### config.mk
export PLATFORM = sky130hd
export DESIGN_NAME = ram_input_loader_flat
export DESIGN_NICKNAME = d
export VERILOG_FILES = /design/src/rtl/ram_input_pkg.sv /design/src/rtl/ram_input_loader_if.sv /design/src/rtl/ram_input_unpack_sr.sv /design/src/rtl/ram_input_loader.sv /design/src/flat_wrapper.sv
export SDC_FILE = /design/constraint.sdc
export NUM_CORES = 1
export LEC_CHECK = 0
export BUFFER_PORTS_ARGS = -buffer_cell sky130_fd_sc_hd__buf_2
export CORE_MARGIN = 4
export CORE_UTILIZATION = 50
export CTS_CLUSTER_DIAMETER = 150
export DETAILED_ROUTE_END_ITERATION = 10
export PLACE_DENSITY = 0.81
export SKIP_CTS_REPAIR_TIMING = 1
export SLEW_MARGIN = 5
export SYNTH_ARGS = -nofsm -noshare
export SYNTH_HDL_FRONTEND = slang
export SYNTH_SLANG_ARGS = --single-unit
export TNS_END_PERCENT = 20
### constraint.sdc
create_clock -name clk -period 1.3 [get_ports clk]
set_input_delay 0.065 -clock clk [delete_from_list [all_inputs] [get_ports clk]]
set_output_delay 0.065 -clock clk [all_outputs]
set_load 0.01 [all_outputs]
### src/rtl/ram_input_pkg.sv
// ============================================================================
// Module  : ram_input_pkg
// Purpose : Shared types and defaults for the 1-bit input RAM loader slice.
//           Contains the loader FSM state encoding, the default image geometry
//           and the byte width used by the unpack shift register.
// Ports   : none (package)
// Config  : none
// Revision: 1.0  initial release
// ============================================================================
`default_nettype none

package ram_input_pkg;

  localparam int NUM_PIXELS_DEF = 784;  // 28x28 image
  localparam int ADDR_WIDTH_DEF = 10;   // 2**10 >= 784
  localparam int BITS_PER_BYTE  = 8;

  typedef enum logic [1:0] {
    IDLE      = 2'd0,
    WAIT_BYTE = 2'd1,
    UNPACK    = 2'd2,
    DONE      = 2'd3
  } state_t;

endpackage

`default_nettype wire

### src/rtl/ram_input_loader_if.sv
// ============================================================================
// Module  : ram_input_loader_if
// Purpose : Byte-stream input and RAM write-port bundle of the input loader.
// Ports   : start, byte_data[7:0], byte_vld   upstream -> loader
//           byte_rdy                           loader -> upstream
//           ram_data, ram_addr, ram_we         loader -> RAM write port
//           busy, load_done                    loader status
//           modport slave  : loader side
//           modport master : upstream / RAM side
// Config  : none
// Revision: 1.0  initial release
// ============================================================================
`default_nettype none

interface ram_input_loader_if
  import ram_input_pkg::*;
#(
  parameter int ADDR_WIDTH = ADDR_WIDTH_DEF
);

  logic                     start;
  logic [BITS_PER_BYTE-1:0] byte_data;
  logic                     byte_vld;
  logic                     byte_rdy;
  logic                     ram_data;
  logic [ADDR_WIDTH-1:0]    ram_addr;
  logic                     ram_we;
  logic                     busy;
  logic                     load_done;

  modport slave (
    input  start, byte_data, byte_vld,
    output byte_rdy, ram_data, ram_addr, ram_we, busy, load_done
  );

  modport master (
    output start, byte_data, byte_vld,
    input  byte_rdy, ram_data, ram_addr, ram_we, busy, load_done
  );

endinterface

`default_nettype wire

### src/rtl/ram_input_unpack_sr.sv
// ============================================================================
// Module  : ram_input_unpack_sr
// Purpose : Byte load/shift register feeding pixel bits LSB first, with a
//           3-bit bit counter and a flag marking the last bit of the byte.
// Ports   : clk, rst        clock, asynchronous active-high reset
//           load, load_data capture a new byte, bit counter cleared
//           shift           shift right by one, bit counter incremented
//           bit0            current pixel bit (sr[0])
//           last_bit        bit counter is on bit 7
// Config  : none
// Revision: 1.0  initial release
// ============================================================================
`default_nettype none

module ram_input_unpack_sr
  import ram_input_pkg::*;
(
  input  logic                     clk,
  input  logic                     rst,
  input  logic                     load,
  input  logic [BITS_PER_BYTE-1:0] load_data,
  input  logic                     shift,
  output logic                     bit0,
  output logic                     last_bit
);

  logic [BITS_PER_BYTE-1:0] sr_q, sr_d;
  logic [2:0]               bit_cnt_q, bit_cnt_d;

  always_comb begin
    sr_d      = sr_q;
    bit_cnt_d = bit_cnt_q;
    if (load) begin
      sr_d      = load_data;
      bit_cnt_d = 3'd0;
    end else if (shift) begin
      sr_d      = sr_q >> 1;
      bit_cnt_d = bit_cnt_q + 3'd1;
    end
  end

  always_ff @(posedge clk or posedge rst) begin
    if (rst) begin
      sr_q      <= '0;
      bit_cnt_q <= 3'd0;
    end else begin
      sr_q      <= sr_d;
      bit_cnt_q <= bit_cnt_d;
    end
  end

  assign bit0     = sr_q[0];
  assign last_bit = (bit_cnt_q == 3'd7);

endmodule

`default_nettype wire

### src/rtl/ram_input_loader.sv
// ============================================================================
// Module  : ram_input_loader
// Purpose : Upstream stage of the 1-bit input RAM. Accepts the image as a byte
//           stream, unpacks it into single-bit pixel writes at sequential
//           addresses 0..NUM_PIXELS-1 and pulses load_done when finished.
// Ports   : clk   clock, rising edge
//           rst   asynchronous active-high reset
//           bus   ram_input_loader_if.slave (start, byte_data/vld/rdy,
//                 ram_data/addr/we, busy, load_done)
// Config  : RAM_INPUT_LOADER_THRESH_EN
//             defined   : one grayscale pixel per byte, written as
//                         (byte >= PIX_THRESH), one write per byte
//             undefined : eight packed pixels per byte, LSB first
// Revision: 1.0  initial release
// ============================================================================
`default_nettype none

module ram_input_loader
  import ram_input_pkg::*;
#(
  parameter int                       ADDR_WIDTH = ADDR_WIDTH_DEF,
  parameter int                       NUM_PIXELS = NUM_PIXELS_DEF,
  parameter logic [BITS_PER_BYTE-1:0] PIX_THRESH = 8'h80
)(
  input  logic               clk,
  input  logic               rst,
  ram_input_loader_if.slave  bus
);

  localparam logic [ADDR_WIDTH-1:0] LAST_PIX = ADDR_WIDTH'(NUM_PIXELS - 1);

  state_t                   state_q, state_d;
  logic [ADDR_WIDTH-1:0]    pix_cnt_q, pix_cnt_d;
  logic                     ram_data_q, ram_data_d;
  logic [ADDR_WIDTH-1:0]    ram_addr_q, ram_addr_d;
  logic                     ram_we_q, ram_we_d;
  logic                     load_done_q, load_done_d;

  logic                     byte_rdy;
  logic                     byte_xfer;
  logic                     sr_load;
  logic                     sr_shift;
  logic                     sr_bit0;
  logic                     sr_last;
  logic                     byte_last;
  logic [BITS_PER_BYTE-1:0] sr_load_data;

  assign byte_rdy  = (state_q == WAIT_BYTE);
  assign byte_xfer = bus.byte_vld && byte_rdy;

`ifdef RAM_INPUT_LOADER_THRESH_EN
  // The thresholded pixel lands in bit 0 so the normal shift path writes it;
  // each byte produces exactly one write.
  logic unused_last;
  assign sr_load_data = {{(BITS_PER_BYTE-1){1'b0}}, (bus.byte_data >= PIX_THRESH)};
  assign byte_last    = 1'b1;
  assign unused_last  = sr_last;
`else
  logic unused_thresh;
  assign sr_load_data  = bus.byte_data;
  assign byte_last     = sr_last;
  assign unused_thresh = ^PIX_THRESH;
`endif

  ram_input_unpack_sr u_unpack_sr (
    .clk       (clk),
    .rst       (rst),
    .load      (sr_load),
    .load_data (sr_load_data),
    .shift     (sr_shift),
    .bit0      (sr_bit0),
    .last_bit  (sr_last)
  );

  always_comb begin
    state_d     = state_q;
    pix_cnt_d   = pix_cnt_q;
    ram_data_d  = ram_data_q;
    ram_addr_d  = ram_addr_q;
    ram_we_d    = 1'b0;
    load_done_d = 1'b0;
    sr_load     = 1'b0;
    sr_shift    = 1'b0;
    case (state_q)
      IDLE: begin
        if (bus.start) begin
          state_d   = WAIT_BYTE;
          pix_cnt_d = '0;
        end
      end
      WAIT_BYTE: begin
        if (byte_xfer) begin
          sr_load = 1'b1;
          state_d = UNPACK;
        end
      end
      UNPACK: begin
        ram_we_d   = 1'b1;
        ram_data_d = sr_bit0;
        ram_addr_d = pix_cnt_q;
        sr_shift   = 1'b1;
        // The final pixel ends the load even mid-byte; pix_cnt holds at
        // LAST_PIX so it can never address past the image.
        if (pix_cnt_q == LAST_PIX) begin
          state_d = DONE;
        end else begin
          pix_cnt_d = pix_cnt_q + 1'b1;
          if (byte_last) begin
            state_d = WAIT_BYTE;
          end
        end
      end
      DONE: begin
        load_done_d = 1'b1;
        state_d     = IDLE;
      end
      default: state_d = IDLE;
    endcase
  end

  always_ff @(posedge clk or posedge rst) begin
    if (rst) begin
      state_q     <= IDLE;
      pix_cnt_q   <= '0;
      ram_data_q  <= 1'b0;
      ram_addr_q  <= '0;
      ram_we_q    <= 1'b0;
      load_done_q <= 1'b0;
    end else begin
      state_q     <= state_d;
      pix_cnt_q   <= pix_cnt_d;
      ram_data_q  <= ram_data_d;
      ram_addr_q  <= ram_addr_d;
      ram_we_q    <= ram_we_d;
      load_done_q <= load_done_d;
    end
  end

  assign bus.byte_rdy  = byte_rdy;
  assign bus.busy      = (state_q != IDLE);
  assign bus.ram_data  = ram_data_q;
  assign bus.ram_addr  = ram_addr_q;
  assign bus.ram_we    = ram_we_q;
  assign bus.load_done = load_done_q;

endmodule

`default_nettype wire

### src/flat_wrapper.sv
// flat-port wrapper written by rule: the top's interface ports become plain ports
module ram_input_loader_flat import ram_input_pkg::*;
#(
  parameter int                       ADDR_WIDTH = ADDR_WIDTH_DEF,
  parameter int                       NUM_PIXELS = NUM_PIXELS_DEF,
  parameter logic [BITS_PER_BYTE-1:0] PIX_THRESH = 8'h80
)
  (clk, rst, bus_start, bus_byte_data, bus_byte_vld, bus_byte_rdy, bus_ram_data, bus_ram_addr, bus_ram_we, bus_busy, bus_load_done);
  ram_input_loader_if #(.ADDR_WIDTH(ADDR_WIDTH)) bus_i ();
  input  logic clk;
  input  logic rst;
  input wire logic [$bits(bus_i.start)-1:0] bus_start;
  input wire logic [$bits(bus_i.byte_data)-1:0] bus_byte_data;
  input wire logic [$bits(bus_i.byte_vld)-1:0] bus_byte_vld;
  output wire logic [$bits(bus_i.byte_rdy)-1:0] bus_byte_rdy;
  output wire logic [$bits(bus_i.ram_data)-1:0] bus_ram_data;
  output wire logic [$bits(bus_i.ram_addr)-1:0] bus_ram_addr;
  output wire logic [$bits(bus_i.ram_we)-1:0] bus_ram_we;
  output wire logic [$bits(bus_i.busy)-1:0] bus_busy;
  output wire logic [$bits(bus_i.load_done)-1:0] bus_load_done;
  assign bus_i.start = bus_start;
  assign bus_i.byte_data = bus_byte_data;
  assign bus_i.byte_vld = bus_byte_vld;
  assign bus_byte_rdy = bus_i.byte_rdy;
  assign bus_ram_data = bus_i.ram_data;
  assign bus_ram_addr = bus_i.ram_addr;
  assign bus_ram_we = bus_i.ram_we;
  assign bus_busy = bus_i.busy;
  assign bus_load_done = bus_i.load_done;
  ram_input_loader #(.ADDR_WIDTH(ADDR_WIDTH), .NUM_PIXELS(NUM_PIXELS), .PIX_THRESH(PIX_THRESH)) u_core (.clk(clk), .rst(rst), .bus(bus_i));
endmodule
==> flow_summary.ini, run 1 <==
[status]
status = finished, violations left
violations = negative hold slack, negative setup slack

[floorplan]
core_mm2 = 0.00336
io_pins = 27
rows = 21
dieArea_mm2 = 0.00452
die_w_um = 67.2
die_h_um = 67.2
initial_core_util_pct = 52.1

[timing]
relSlewSlack_pct = 70.1
fin_skew_ps = 6.38
fin_setup_tns_ps = -582
setup-violations-final = 12
layout_min_cycle_time_ps = 1390
whs_ps = -12.8
post-route-period-util_pct = 107
grt_setup_unrepaired = yes
fmax_ghz = 0.722
finalMaxSlewViolations = 0
hold_violations = 1
worst_pin_slew_ps = 449
setup_ws_ps = -85.2

[critical_path]
critical_path_class = flop to flop
crit_chain = buf_6 -> nand3b_4 -> or4_4 -> a21oi_2
cp_slowest_cell = or4_4
cp_data_required_time_ps = 1570
critical-path-top-delay-family = simple AND/OR/NAND/NOR gates
worst_path_largest_cell_delay_ps = 500
worstPathArrival_ps = 1660
worstSetupEndpointType = flop
path_max_fanout = 6
crit_buf_inv = 1
critPathLaunchType = flop
rrSetupSlack_ps = -90

[pwr]
ir_drop_uv = 1300
clkPwrFrac_pct = 13.5
power.internal_mw = 3.03
switching_power_mw = 1.82
power_density_mw_per_mm2 = 1930
pwr-share-seq_pct = 35.6
power_leakage_nw = 1.22
power.total_mw = 4.84
netSwitchingFraction_pct = 37.5
pwr-share-comb_pct = 50.9

[logic_synthesis]
async_reset_ff_share_pct = 100
syn_area_mm2 = 0.00175
synth.distinct_cells = 36
syn_area_per_cell_um2 = 9.23
synth-seq-cells = 36
synth_edf_count = 0
syn_inst = 190
seq_area_frac_synth_pct = 51.4
synthesis.nets = 205
ys.flop_type = dfrtp_1
ys_warn_count = 0

[placement]
hpwl_um = 2610
io_buffers = 26
place_area_mm2 = 0.00212
pre_cts_slack_ps = -90.0
placed_cells = 280
gp_congestion = 0.814

[route]
antenna_left = 0
drcViolationCount = 0
wl_per_cell_um = 14.8
wirelength_um = 4490
drtIter0Drc = 94
num_vias = 1621
firstDrtPassIters = 4
avgViaCountPerCell = 5.33

[flow_run]
cap_violations = 0

[layout]
drive_gt1_share_pct = 39.1
areaGrowthSynthToFinish_pct = 43.0
most-common-layout-cells = nand2_1, dfrtp_1, buf_4, buf_2, a31oi_1
fin_area_mm2 = 0.00251
nets = 273
fill_cells = 241
layout_commonest_cell = nand2_1
utilization_pct = 74.5
finalNonFillerCells = 304
diodes = 0

[grt]
grt_pass1_vias = 1469
grt_start_max_net_pins = 37
top_usage_layer = met2
gr-usage-met1_pct = 25.2
grtUsageMet2_pct = 29.0
gr-usage-met3_pct = 5.66
antenna_found_initial = 0
grt_usage_pct = 19.0
grt_pass1_wl_um = 6420
overflow = 0

[clocking]
cts_max_path_buffers = 2
htreeDepth = 2
cts_tree = built
clock_latency_ps = 340
clk_pin_slew_ps = 100
cts_sinks = 36
clock_tree.root_cell = clkbuf_4
cts_made_buffers = 5

[worst_hold_path]
hp-class = input port to flop
-- worst reg2reg max path, stage by stage (launching register included) --
cell and delay, ps:
dfrtp_2 440, buf_6 140, nand3b_4 110, or4_4 500
a21oi_2 140
-- kinds of logic after synthesis --
| group | after synthesis | share of synthesized area, % |
|---|---|---|
| DFF | 36 | 51.4 |
| and+or+nand+nor | 87 | 24.6 |
| buffers and inverters | 18 | 4.28 |
| muxes | 4 | 2.28 |
| adders and majority gates | 3 | 2.14 |
| AOI/OAI and AO/OA | 42 | 15.3 |
-- layout make-up --
type	instances	area [um^2]	share of cell area [%]
inverters	7	26.3	1.05
repair buffers	72	559	22.3
flip-flops and latches	36	905	36.1
clock buffers	7	65.1	2.60
multi-input cells	136	893	35.6
well taps	46	57.6	2.30
-- cell usage after synthesis (3+ instances only) --
master | count | share of area, %
buf_2 | 3 | 0.86
clkbuf_1 | 5 | 1.1
a31oi_1 | 12 | 4.3
nand2_1 | 51 | 11
mux2i_1 | 4 | 2.3
nand2b_1 | 3 | 1.1
nor2_1 | 4 | 0.86
dfrtp_1 | 36 | 51
inv_1 | 7 | 1.5
nor2b_1 | 10 | 3.6
a211oi_1 | 8 | 3.4
nand3_1 | 4 | 1.1
a21oi_1 | 6 | 1.7
ha_1 | 3 | 2.1
o21ai_0 | 9 | 2.6
-- state kept, by name, indices dropped and copies added (netlist names) --
register and flops:
u_core.bus.ram_addr 10, u_core.bus.ram_we 1, u_core.state_q 2, u_core.pix_cnt_q 10, u_core.bus.ram_data 1, u_core.u_unpack_sr.sr_q 8, u_core.bus.load_done 1, u_core.u_unpack_sr.bit_cnt_q 3
-- power groups by stage --
stage | Combinational, mW | Clock, mW | Sequential [mW]
3_3_place_gp | 1.71 | 0 | 1.66
6_report | 2.46 | 0.655 | 1.72
2_1_floorplan | 1.10 | 0 | 1.67
3_5_place_dp | 1.77 | 0 | 1.69
4_1_cts | 1.79 | 0.662 | 1.67
5_1_grt | 2.66 | 0.710 | 1.76
-- final timing paths --
path / start / depth (start not counted) / to
worst max-delay path: u_core.state_q[1] / 4 / u_core.pix_cnt_q[7]
worst min-delay path: bus_byte_data[6] / 3 / u_core.u_unpack_sr.sr_q[6]
worst max register to register: u_core.state_q[1] / 4 / u_core.pix_cnt_q[7]
worst min register to register: u_core.bus.ram_addr[0] / 2 / u_core.bus.ram_addr[0]
max in group asynchronous: rst / 4 / u_core.pix_cnt_q[0]
min in group asynchronous: rst / 4 / u_core.bus.ram_data
-- routing by layer --
layer  wire length [um]  share of wire [%]
met1               1980                 44
met2               2180                 49
met3                253                5.6
met4                 70                1.6
met5                  0                  0
Power figures use the tool's default switching activity.
==> run 2: changes to the inputs <==
--- a/config.mk
+++ b/config.mk
@@ -10,7 +10,7 @@
 export CORE_UTILIZATION = 50
 export CTS_CLUSTER_DIAMETER = 150
 export DETAILED_ROUTE_END_ITERATION = 10
-export PLACE_DENSITY = 0.81
+export PLACE_DENSITY_LB_ADDON = 0.12
 export SKIP_CTS_REPAIR_TIMING = 1
 export SLEW_MARGIN = 5
 export SYNTH_ARGS = -nofsm -noshare
==> flow_summary.ini, run 2 (synthesis gave the netlist of run 1 again) <==
[grt]
grt_pass1_wl_um = 6420
overflow = 0
grt_start_max_net_pins = 37
grt_pass1_vias = 1495
antenna_found_initial = 0
grt_usage_pct = 18.8

[floorplan]
io_pins = 27
initial_core_util_pct = 52.1
die_w_um = 67.2
die_h_um = 67.2
rows = 21
core_mm2 = 0.00336
dieArea_mm2 = 0.00452

[pwr]
power_density_mw_per_mm2 = 1820
ir_drop_uv = 1100
power_leakage_nw = 1.16

[timing]
setup_ws_ps = -126
fmax_ghz = 0.701
setup-violations-final = 22
whs_ps = 24.3
fin_skew_ps = 14.5
post-route-period-util_pct = 110
finalMaxSlewViolations = 0
layout_min_cycle_time_ps = 1430
fin_setup_tns_ps = -1070
grt_setup_unrepaired = yes
relSlewSlack_pct = 69.7
hold_violations = 0
worst_pin_slew_ps = 454

[layout]
fin_area_mm2 = 0.00237
diodes = 0
layout_commonest_cell = nand2_1
areaGrowthSynthToFinish_pct = 35.2
utilization_pct = 70.5
most-common-layout-cells = nand2_1, dfrtp_1, buf_4, buf_2, a31oi_1
finalNonFillerCells = 298
nets = 266
drive_gt1_share_pct = 33.7

[placement]
place_area_mm2 = 0.00209
hpwl_um = 2650
placed_cells = 276
io_buffers = 26
gp_congestion = 0.844

[route]
wl_per_cell_um = 13.0
wirelength_um = 3880
num_vias = 1551
drcViolationCount = 0
drtIter0Drc = 65
avgViaCountPerCell = 5.20
firstDrtPassIters = 4
antenna_left = 0

[clocking]
cts_made_buffers = 5
cts_sinks = 36
cts_tree = built
clock_latency_ps = 340
clk_pin_slew_ps = 110
clock_tree.root_cell = clkbuf_4
cts_max_path_buffers = 2
htreeDepth = 2

[critical_path]
critical-path-top-delay-family = flip-flops
crit_chain = buf_8 -> buf_6 -> nor2b_1 -> buf_2
critical_path_class = flop to primary output
worstSetupEndpointType = primary output
cp_data_required_time_ps = 1240
worst_path_largest_cell_delay_ps = 480
worstPathArrival_ps = 1360
critPathLaunchType = flop
path_max_fanout = 11
cp_slowest_cell = dfrtp_2
crit_buf_inv = 3

[status]
status = finished, violations left
violations = negative setup slack

[flow_run]
cap_violations = 0

[worst_hold_path]
hp-class = input port to flop
[run 2: cell types whose count changed in the layout (fill, tap and decap cells not counted), sizes merged]
cell / change
clkinv: +2
dlygate4sd3: +1
buf: -7
clkbuf: -2
[run 2: layout make-up]
cell class	count	area (um^2)
Fill cell	292	993
Multi-Input combinational cell	136	843
Clock inverter	2	10.0
Inverter	7	26.3
Tap cell	46	57.6
Timing Repair Buffer	65	477
Clock buffer	6	51.3
Sequential cell	36	905
[run 2: per-layer routing]
metal / vias up / global-route usage (%) / part of all wire, %
met4: 0 / 6.08 / 2.0
li1: 784 / - / -
met5: - / 0 / 0
met2: 25 / 29.4 / 46
met1: 733 / 24.8 / 48
met3: 9 / 5.82 / 4.0
[run 2: final timing paths]
check,start,endpoint,slack (ps),cells after the start
max in group asynchronous,rst,u_core.state_q[1],600,4
worst max-delay path,u_core.state_q[1],bus_byte_rdy,-130,4
worst min register to register,u_core.bus.ram_data,u_core.bus.ram_data,470,2
worst max register to register,u_core.pix_cnt_q[0],u_core.pix_cnt_q[7],-110,4
worst min-delay path,bus_byte_data[7],u_core.u_unpack_sr.sr_q[7],20,3
min in group asynchronous,rst,u_core.u_unpack_sr.sr_q[2],360,4
[run 2: stage by stage]
step                power [mW]  setup slack (ps)
global placement          3.31             -51.6
finish                    4.32              -126
detailed placement        3.39              -129
floorplan                 2.78             -22.2
global route              4.69              -189
CTS                       4.02              -207
[run 2: power breakdown]
group | internal, mW | leakage, nW | switching (mW) | total (mW)
Clock | 0.257 | 0.0380 | 0.370 | 0.627
Sequential | 1.44 | 0.466 | 0.239 | 1.68
Combinational | 1.02 | 0.658 | 0.989 | 2.01
[run 2: tightest hold or removal path: cells and delay by family]
family          cells  cell delay [ps]
compound gates      2              200
buf+inv             1               70
==> run 3: changes to the inputs <==
--- a/config.mk
+++ b/config.mk
@@ -10,8 +10,7 @@
 export CORE_UTILIZATION = 50
 export CTS_CLUSTER_DIAMETER = 150
 export DETAILED_ROUTE_END_ITERATION = 10
-export PLACE_DENSITY_LB_ADDON = 0.12
-export SKIP_CTS_REPAIR_TIMING = 1
+export PLACE_DENSITY = 0.79
 export SLEW_MARGIN = 5
 export SYNTH_ARGS = -nofsm -noshare
 export SYNTH_HDL_FRONTEND = slang
==> flow_summary.ini, run 3 (synthesis gave the netlist of run 1 again) <==
[layout]
areaGrowthSynthToFinish_pct = 44.2
most-common-layout-cells = nand2_1, buf_4, dfrtp_1, buf_2, a31oi_1
nets = 278
layout_commonest_cell = nand2_1
utilization_pct = 75.1
diodes = 0
drive_gt1_share_pct = 38.6

[grt]
overflow = 0
grt_usage_pct = 21.5
grt_pass1_vias = 1576
antenna_found_initial = 0
grt_start_max_net_pins = 37
grt_pass1_wl_um = 7250

[pwr]
power.internal_mw = 3.10
netSwitchingFraction_pct = 36.5
power_density_mw_per_mm2 = 1930
pwr-share-comb_pct = 49.2
power_leakage_nw = 1.25
clkPwrFrac_pct = 16.1
ir_drop_uv = 1260
pwr-share-seq_pct = 34.6
switching_power_mw = 1.78

[clocking]
clk_pin_slew_ps = 110
cts_max_path_buffers = 2
cts_made_buffers = 5
htreeDepth = 2
cts_sinks = 36
clock_latency_ps = 340
cts_tree = built
clock_tree.root_cell = clkbuf_4

[route]
antenna_left = 0
firstDrtPassIters = 4
wl_per_cell_um = 14.6
drcViolationCount = 0
avgViaCountPerCell = 5.30
num_vias = 1643
wirelength_um = 4520
drtIter0Drc = 116

[critical_path]
crit_chain = buf_4 -> nand3b_4 -> or4_4 -> a21oi_2
crit_buf_inv = 1
path_max_fanout = 6
rrSetupSlack_ps = -130
worstPathArrival_ps = 1700
worst_path_largest_cell_delay_ps = 490
cp_data_required_time_ps = 1580
worstSetupEndpointType = flop
cp_slowest_cell = or4_4
critPathLaunchType = flop
critical_path_class = flop to flop
r2r-end = u_core.pix_cnt_q[7]
r2r_cells = 4
worstReg2RegStart = u_core.state_q[0]
critical-path-top-delay-family = simple AND/OR/NAND/NOR gates

[timing]
grt_setup_unrepaired = yes
setup-violations-final = 13
fmax_ghz = 0.701
hold_violations = 0
fin_skew_ps = 7.60
layout_min_cycle_time_ps = 1430
post-route-period-util_pct = 110
finalMaxSlewViolations = 0
setup_ws_ps = -127
worst_pin_slew_ps = 445
relSlewSlack_pct = 70.3

[placement]
pre_cts_slack_ps = -79.9
hpwl_um = 2600
gp_congestion = 0.768
io_buffers = 26

[floorplan]
io_pins = 27
dieArea_mm2 = 0.00452
rows = 21
core_mm2 = 0.00336
die_w_um = 67.2
initial_core_util_pct = 52.1
die_h_um = 67.2

[flow_run]
cap_violations = 0

[worst_hold_path]
hp-class = input port to flop
hold_end = u_core.u_unpack_sr.sr_q[7]
hp-start = bus_byte_data[7]
whs_path_depth = 3

[status]
violations = negative setup slack
status = finished, violations left
[run 3: cell count changes in the layout (fill, tap and decap cells not counted), sizes merged]
| cell | before | now |
|---|---|---|
| clkinv | 2 | 1 |
| buf | 57 | 68 |
| bufinv | 0 | 1 |
| clkinvlp | 0 | 1 |
[run 3: metrics by stage]
step / cells / instance area, um^2 / TNS, ps / total power, mW / hold WS, ps
2_1_floorplan: 190 / 1760 / -61.1 / 2.78 / 219
3_3_place_gp: 280 / 2120 / -212 / 3.35 / 186
3_5_place_dp: 280 / 2120 / -589 / 3.42 / 187
4_1_cts: 301 / 2390 / -430 / 4.48 / 35.8
5_1_grt: 310 / 2530 / -1530 / 5.25 / 55.1
6_report: 310 / 2530 / -816 / 4.88 / 58.2
[run 3: area by class of cell]
class	instances	area [um^2]
flip-flops and latches	36	902
multi-input cells	136	881
fillers	233	836
repair buffers	77	581
well taps	46	57.6
clock inverters	3	42.5
clock buffers	5	37.5
inverters	7	26.3
[run 3: routing by layer]
metal	wire length (um)	up-vias	GRT usage (%)
li1	-	811	-
met1	1920	786	27.5
met2	2310	36	35.3
met3	183	10	4.33
met4	102	0	9.62
met5	0	-	0
[run 3: worst max path at each step]
stage	start	slack, ps	depth (start not counted)	end
after floorplan	u_core.pix_cnt_q[0]	-20	4	u_core.pix_cnt_q[0]
after global placement	u_core.state_q[0]	-40	4	u_core.pix_cnt_q[9]
after detailed placement	u_core.pix_cnt_q[1]	-80	3	u_core.pix_cnt_q[7]
after CTS	u_core.state_q[0]	-90	4	u_core.pix_cnt_q[7]
after global routing	u_core.state_q[0]	-190	4	u_core.pix_cnt_q[7]
final	u_core.state_q[0]	-130	4	u_core.pix_cnt_q[7]
[run 3: worst register-to-register path, cell delays in order (launching register included)]
cell and delay [ps]:
dfrtp_1 420, buf_4 160, nand3b_4 180, or4_4 500
a21oi_2 120
[run 3: what timing repair did]
item / CTS / global route
endpoints found under the setup margin: 24 / 31
hold buffers: 8 / 0
pin swaps: 5 / 1
resized for setup: 16 / 14
buffers inserted: 5 / 8
hold endpoints to repair: 43 / 0
gates cloned: 0 / 1
[run 3: power groups by stage]
stage	Combinational (mW)	Sequential, mW	Clock [mW]
floorplan	1.10	1.67	0
global placement	1.68	1.67	0
detailed placement	1.72	1.69	0
CTS	2.02	1.67	0.800
global route	2.65	1.73	0.874
finish	2.40	1.69	0.788
